`config.mk`:
```
export PLATFORM = sky130hd
export DESIGN_NAME = spi_bus_arbiter
export DESIGN_NICKNAME = d
export VERILOG_FILES = /design/src/rtl/spi_bus_arbiter.sv
export SDC_FILE = /design/constraint.sdc
export NUM_CORES = 1
export LEC_CHECK = 0
export CORE_MARGIN = 3
export CORE_UTILIZATION = 55
export DETAILED_ROUTE_END_ITERATION = 7
export DONT_BUFFER_PORTS = 1
export PLACE_DENSITY = 0.74
export SKIP_CTS_REPAIR_TIMING = 1
export SLEW_MARGIN = 25
export SYNTH_ARGS = -nofsm -noshare
export SYNTH_HDL_FRONTEND = slang
export SYNTH_SLANG_ARGS = --single-unit
```
`constraint.sdc`:
```
create_clock -name clk -period 2.79 [get_ports clk]
set_input_delay 0.558 -clock clk [delete_from_list [all_inputs] [get_ports clk]]
set_output_delay 0.558 -clock clk [all_outputs]
set_load 0.05 [all_outputs]
```
`src/rtl/spi_bus_arbiter.sv`:
```
// spi_bus_arbiter: round-robin sharing of one spi_master among NUM_REQ burst requesters
module spi_bus_arbiter #(
  parameter int NUM_REQ    = 2,
  parameter int DATA_WIDTH = 8,
  parameter int CS_GUARD   = 2,
  parameter int MAX_BURST  = 4,
  parameter int TIMEOUT    = 64
) (
  input  logic                          clk,
  input  logic                          rst,
  input  logic [NUM_REQ-1:0]            req,
  output logic [NUM_REQ-1:0]            gnt,
  input  logic [NUM_REQ-1:0]            wr_valid,
  input  logic [NUM_REQ*DATA_WIDTH-1:0] wr_data,
  output logic [NUM_REQ-1:0]            wr_ready,
  output logic [NUM_REQ-1:0]            rd_valid,
  output logic [DATA_WIDTH-1:0]         rd_data,
  output logic                          timeout,
  output logic [NUM_REQ-1:0]            dev_cs_n,
  output logic [DATA_WIDTH-1:0]         m_tx_data,
  output logic                          m_start,
  input  logic                          m_busy,
  input  logic                          m_done,
  input  logic [DATA_WIDTH-1:0]         m_rx_data
);
  localparam int IW = $clog2(NUM_REQ);
  localparam int GW = $clog2(CS_GUARD + 1);
  localparam int TW = $clog2(TIMEOUT + 1);
  localparam int BW = $clog2(MAX_BURST + 1);
  localparam logic [NUM_REQ-1:0] ONE = 1;
  typedef enum logic [2:0] {IDLE, CS_SETUP, WAIT_BYTE, XFER, CS_HOLD} state_t;
  state_t state;
  logic [IW-1:0] ptr, g, pick, idx;
  logic [GW-1:0] guard_cnt;
  logic [TW-1:0] idle_cnt;
  logic [BW-1:0] byte_cnt;
  logic guard_done;
  assign guard_done = guard_cnt == GW'(CS_GUARD - 1);
  // first requesting index after the last owner, scanning with wrap; the nearest match wins
  always_comb begin
    pick = ptr;
    idx = '0;
    for (int k = NUM_REQ; k >= 1; k--) begin
      idx = IW'((int'(ptr) + k) % NUM_REQ);
      if (req[idx]) pick = idx;
    end
  end
  // burst FSM: grant, chip-select guard, byte streaming, forced release on burst limit or idle timeout
  always_ff @(posedge clk or posedge rst) begin
    if (rst) begin
      state     <= IDLE;
      ptr       <= IW'(NUM_REQ - 1);
      g         <= '0;
      gnt       <= '0;
      wr_ready  <= '0;
      rd_valid  <= '0;
      rd_data   <= '0;
      timeout   <= 1'b0;
      dev_cs_n  <= '1;
      m_tx_data <= '0;
      m_start   <= 1'b0;
      guard_cnt <= '0;
      idle_cnt  <= '0;
      byte_cnt  <= '0;
    end else begin
      wr_ready <= '0;
      rd_valid <= '0;
      m_start  <= 1'b0;
      timeout  <= 1'b0;
      case (state)
        IDLE: if (|req) begin
          g         <= pick;
          gnt       <= ONE << pick;
          dev_cs_n  <= ~(ONE << pick);
          guard_cnt <= '0;
          idle_cnt  <= '0;
          state     <= CS_SETUP;
        end
        CS_SETUP: begin
          guard_cnt <= guard_done ? '0 : guard_cnt + 1'b1;
          if (guard_done) state <= WAIT_BYTE;
        end
        WAIT_BYTE: if (!req[g]) state <= CS_HOLD;
          else if (wr_valid[g]) begin
            if (!m_busy) begin
              wr_ready  <= ONE << g;
              m_start   <= 1'b1;
              m_tx_data <= wr_data[int'(g)*DATA_WIDTH +: DATA_WIDTH];
              idle_cnt  <= '0;
              state     <= XFER;
            end
          end else if (idle_cnt == TW'(TIMEOUT - 1)) begin
            timeout  <= 1'b1;
            idle_cnt <= '0;
            state    <= CS_HOLD;
          end else idle_cnt <= idle_cnt + 1'b1;
        XFER: if (m_done) begin
          rd_valid <= ONE << g;
          rd_data  <= m_rx_data;
          byte_cnt <= byte_cnt + 1'b1;
          state    <= byte_cnt == BW'(MAX_BURST - 1) ? CS_HOLD : WAIT_BYTE;
        end
        CS_HOLD: begin
          guard_cnt <= guard_done ? '0 : guard_cnt + 1'b1;
          if (guard_done) begin
            dev_cs_n <= '1;
            gnt      <= '0;
            ptr      <= g;
            byte_cnt <= '0;
            state    <= IDLE;
          end
        end
        default: state <= IDLE;
      endcase
    end
  end
endmodule

```
==> metrics list <==
* Status: completed
- TritonCTS clock tree: done
- Clock-pin slew was measured on the worst setup and hold paths at 0.08 ns.
- RSZ-0062 raised after global routing: no
- The largest single stage delay on the critical path is 0.81 ns.
* Number of cells in the design after placement: 234
- Total half-perimeter wirelength after legalization and detailed placement: 3180 um
- Vias in the first global route: 1479
- The finished cells cover between 2000 and 2500 um^2.
- Number of routed nets with antenna violations: 0
- Synthesis inferred 43 register bits.
- Die Span X: 69.0 um
- Sinks on the clock net: 43
- The critical path goes through mux2_4 -> and3_1 -> o41ai_1 -> o21ai_0.
- Max-cap violations in this run came to 0.
* Via count of the routed design: 1509
- Input and output buffers added on the ports amount to 0.
* Clock buffer count from CTS: 5
- Top cell type by total area after synthesis: sky130_fd_sc_hd__dfrtp_1
- The repair_antennas step left the layout with diodes totalling 0.
- Yosys mapped the design onto 50 distinct sky130hd cell types.
- Synthesized netlist net count: 226
* WL per Instance: 17.7 um
* Shortest period the worst path allows: about 2.1 ns
* # setup viols final: 0
* Top-level port count: 58
- The share of synthesized area in the top cell type comes to 45.9%.
* Largest clock skew in the final design: 0.00478 ns
* Iteration-0 DRC count of the detailed router: 91
- The die covers 4760 um^2.
- Counting along the longest clock path gives a buffer depth of 2.
- PD cells: 1240 nW/um^2
- In the global route stage, overall resource usage came out at 19.3%.
- Adding up every negative setup slack in the final design gives 0 ns.
- Largest net degree at the start of global routing: 44
- Count of flip-flops with a built-in enable after synthesis: 0
* Initial standard-cell utilization of the core: 58.3%
- Leak Pwr: ~0.98 nW
- Main synth FF type: sky130_fd_sc_hd__dfrtp_1
- After floorplanning, the core was sized to cover around 3700 um^2.
- For the pin with the worst max-slew slack, the measured transition is 0.713 ns.
- At the later pin of the worst-skew pair, clock insertion delay measures 0.29 ns.
* Async S/R FF share, synth: 100%
- At the end of routability-driven placement, the weighted congestion stood at about 0.89.
* Worst hold path class: in -> async
- Sequential cells were found to cover 49.5% of the synthesized design area.
- Top area cells in the synthesized netlist: sky130_fd_sc_hd__dfrtp_1 (46%), sky130_fd_sc_hd__mux2_2 (12%), sky130_fd_sc_hd__dfstp_2 (3.6%), sky130_fd_sc_hd__o21ai_0 (3.4%), sky130_fd_sc_hd__nand2_1 (2.4%)
- In the synthesized netlist, the cells that appear most often are sky130_fd_sc_hd__dfrtp_1 (40), sky130_fd_sc_hd__mux2_2 (24), sky130_fd_sc_hd__o21ai_0 (15).
- Global-route wire length before repair: 6820 um
* Synth Warn #: 0
- CTS Root Buffer Type: sky130_fd_sc_hd__clkbuf_8
- Post-route insts no fill: about 240
- For this run, design rule violations remaining after detail routing come to 0.
- By startpoint and endpoint, the worst setup path is classified as reg -> reg.
* Post-route worst hold slack: 0.285 ns
- TritonRoute pass-1 iters: 4
* Number of H-tree levels: 2
- Data arrives at the worst endpoint at 2.28 ns.
- Wire length reported by the detailed router: about 4300 um
- STA puts the critical path data required time at 2.93 ns.
* Final nets: 228
* GRT Residual Overflow: 0
- Crit Path Max Fanout: 18
- The final hold violation count is 0.
* Worst slew slack as a fraction of its limit: roughly 52%
- Timing would allow up to 0.468 GHz.
- Setup crit start kind: flip-flop
- Dominant cell by count in the synthesized netlist: sky130_fd_sc_hd__dfrtp_1
- Share of the clock period used by the worst path after layout: 76.5%
* Detail-routed via count per cell: 6.24
- Row count: 22
- Die height: ~69 um
- After detailed placement, the total cell area comes to 2210 um^2.
- The number of antenna violations at the first check in global routing is 0.
- Per-instance average area after synthesis: about 11 um^2
* Max stage delay cell, worst path: sky130_fd_sc_hd__dfrtp_1
- IR analysis of the VDD net gives a maximum drop of 0.754 mV.
- Synth Instances: ~190
- Number of max-slew violations in the final report: 0
* Growth of design area from synthesis to finish: 5.50%
- STA classifies the critical path endpoint as a flip-flop.
* Proportion of layout cells with a drive suffix above 1: 23.7%
- Synth Cell Area: 2180 um^2
[sequential cells by signal, summed over array words and instances, names as in the netlist, 3 cells and up]
| name | count |
|---|---|
| state | 3 |
| rd_data | 8 |
| m_tx_data | 8 |
| idle_cnt | 7 |
| byte_cnt | 3 |
[through the flow]
| stage | power (W) | util (%) | setup WS, ns |
|---|---|---|---|
| 6_report | 0.00286 | 61.5 | 0.654 |
| 5_1_grt | 0.00302 | 61.5 | 0.539 |
| 4_1_cts | 0.00287 | 61.5 | 0.682 |
| 3_5_place_dp | 0.00247 | 59.0 | 0.682 |
| 3_3_place_gp | 0.00241 | 59.0 | 0.805 |
| 2_1_floorplan | 0.00232 | - | 1.14 |
[metal layers]
metal,vias to the layer above,part of all wire [%],global-route usage (%)
met2,61,50,30.8
li1,708,-,-
met3,9,7.9,6.48
met4,0,1.3,6.08
met1,731,41,24.7
met5,-,0,0
[power breakdown]
| part | switching, W | leakage, nW | internal [W] |
|---|---|---|---|
| logic | 0.000387 | 0.392 | 0.000416 |
| registers | 0.000803 | 0.543 | 0.000853 |
| clock network | 0.000200 | 0.0484 | 0.000203 |
| total | 0.00139 | 0.983 | 0.00147 |
[logic make-up (layout without fill, tap and decap cells)]
logic type | Yosys count | count (layout) | share of synthesized area, %
AOI/OAI and AO/OA | 44 | 44 | 13.8
adders and majority gates | 3 | 3 | 1.72
DFF | 43 | 43 | 49.5
muxes | 30 | 30 | 16.2
buffers and inverters | 13 | 16 | 3.15
and+or+nand+nor | 58 | 58 | 15.7
[layout make-up]
cell class	instances	area (um^2)
Timing Repair Buffer	1	7.51
Sequential cell	43	1080
Fill cell	319	1440
Clock buffer	7	86.3
Inverter	7	26.3
Multi-Input combinational cell	135	1030
Clock inverter	1	8.76
Tap cell	48	60.1
[final timing paths]
path                                          start                       end  slack (ns)  depth (start not counted)
max                                   g$_DFFE_PP0P_   idle_cnt[2]$_DFFE_PP0P_        0.65                          4
min                                             rst   byte_cnt[0]$_DFFE_PP0P_        0.29                          2
max reg2reg                           g$_DFFE_PP0P_   idle_cnt[2]$_DFFE_PP0P_        0.65                          4
min reg2reg                guard_cnt[1]$_DFFE_PP0P_  guard_cnt[1]$_DFFE_PP0P_        0.49                          1
max in group asynchronous                       rst           ptr$_DFFE_PP1P_        2.15                          2
min in group clk                             m_busy     wr_ready[1]$_DFF_PP0_        0.33                          1
[placed cells by master, fill, tap and decap left out, types with 2 or more instances in the layout]
cell                       instances
sky130_fd_sc_hd__nand2_1          14
sky130_fd_sc_hd__a21oi_1           4
sky130_fd_sc_hd__nor2b_1           5
sky130_fd_sc_hd__mux2_2           24
sky130_fd_sc_hd__o21ai_0          15
sky130_fd_sc_hd__o21a_1            2
sky130_fd_sc_hd__nor3_1            5
sky130_fd_sc_hd__nand2b_1          4
sky130_fd_sc_hd__a21o_1            4
sky130_fd_sc_hd__mux2_4            2
sky130_fd_sc_hd__o211ai_1          2
sky130_fd_sc_hd__a311oi_1          2
sky130_fd_sc_hd__nand3_1           8
sky130_fd_sc_hd__clkbuf_8          6
sky130_fd_sc_hd__a31oi_1           2
sky130_fd_sc_hd__dfrtp_1          40
sky130_fd_sc_hd__and3_1            2
sky130_fd_sc_hd__o41ai_1           3
sky130_fd_sc_hd__inv_1             7
sky130_fd_sc_hd__mux2i_1           3
sky130_fd_sc_hd__or3_1             2
sky130_fd_sc_hd__nor2_1            6
sky130_fd_sc_hd__ha_1              3
sky130_fd_sc_hd__dfstp_2           3
[worst max-delay path: cells and delay by family (launching register included)]
| family | cells | cell delay [ns] |
|---|---|---|
| flops | 1 | 0.81 |
| simple gates | 1 | 0.23 |
| mux | 1 | 0.40 |
| compound gates | 2 | 0.55 |
Power figures use the tool's default switching activity.
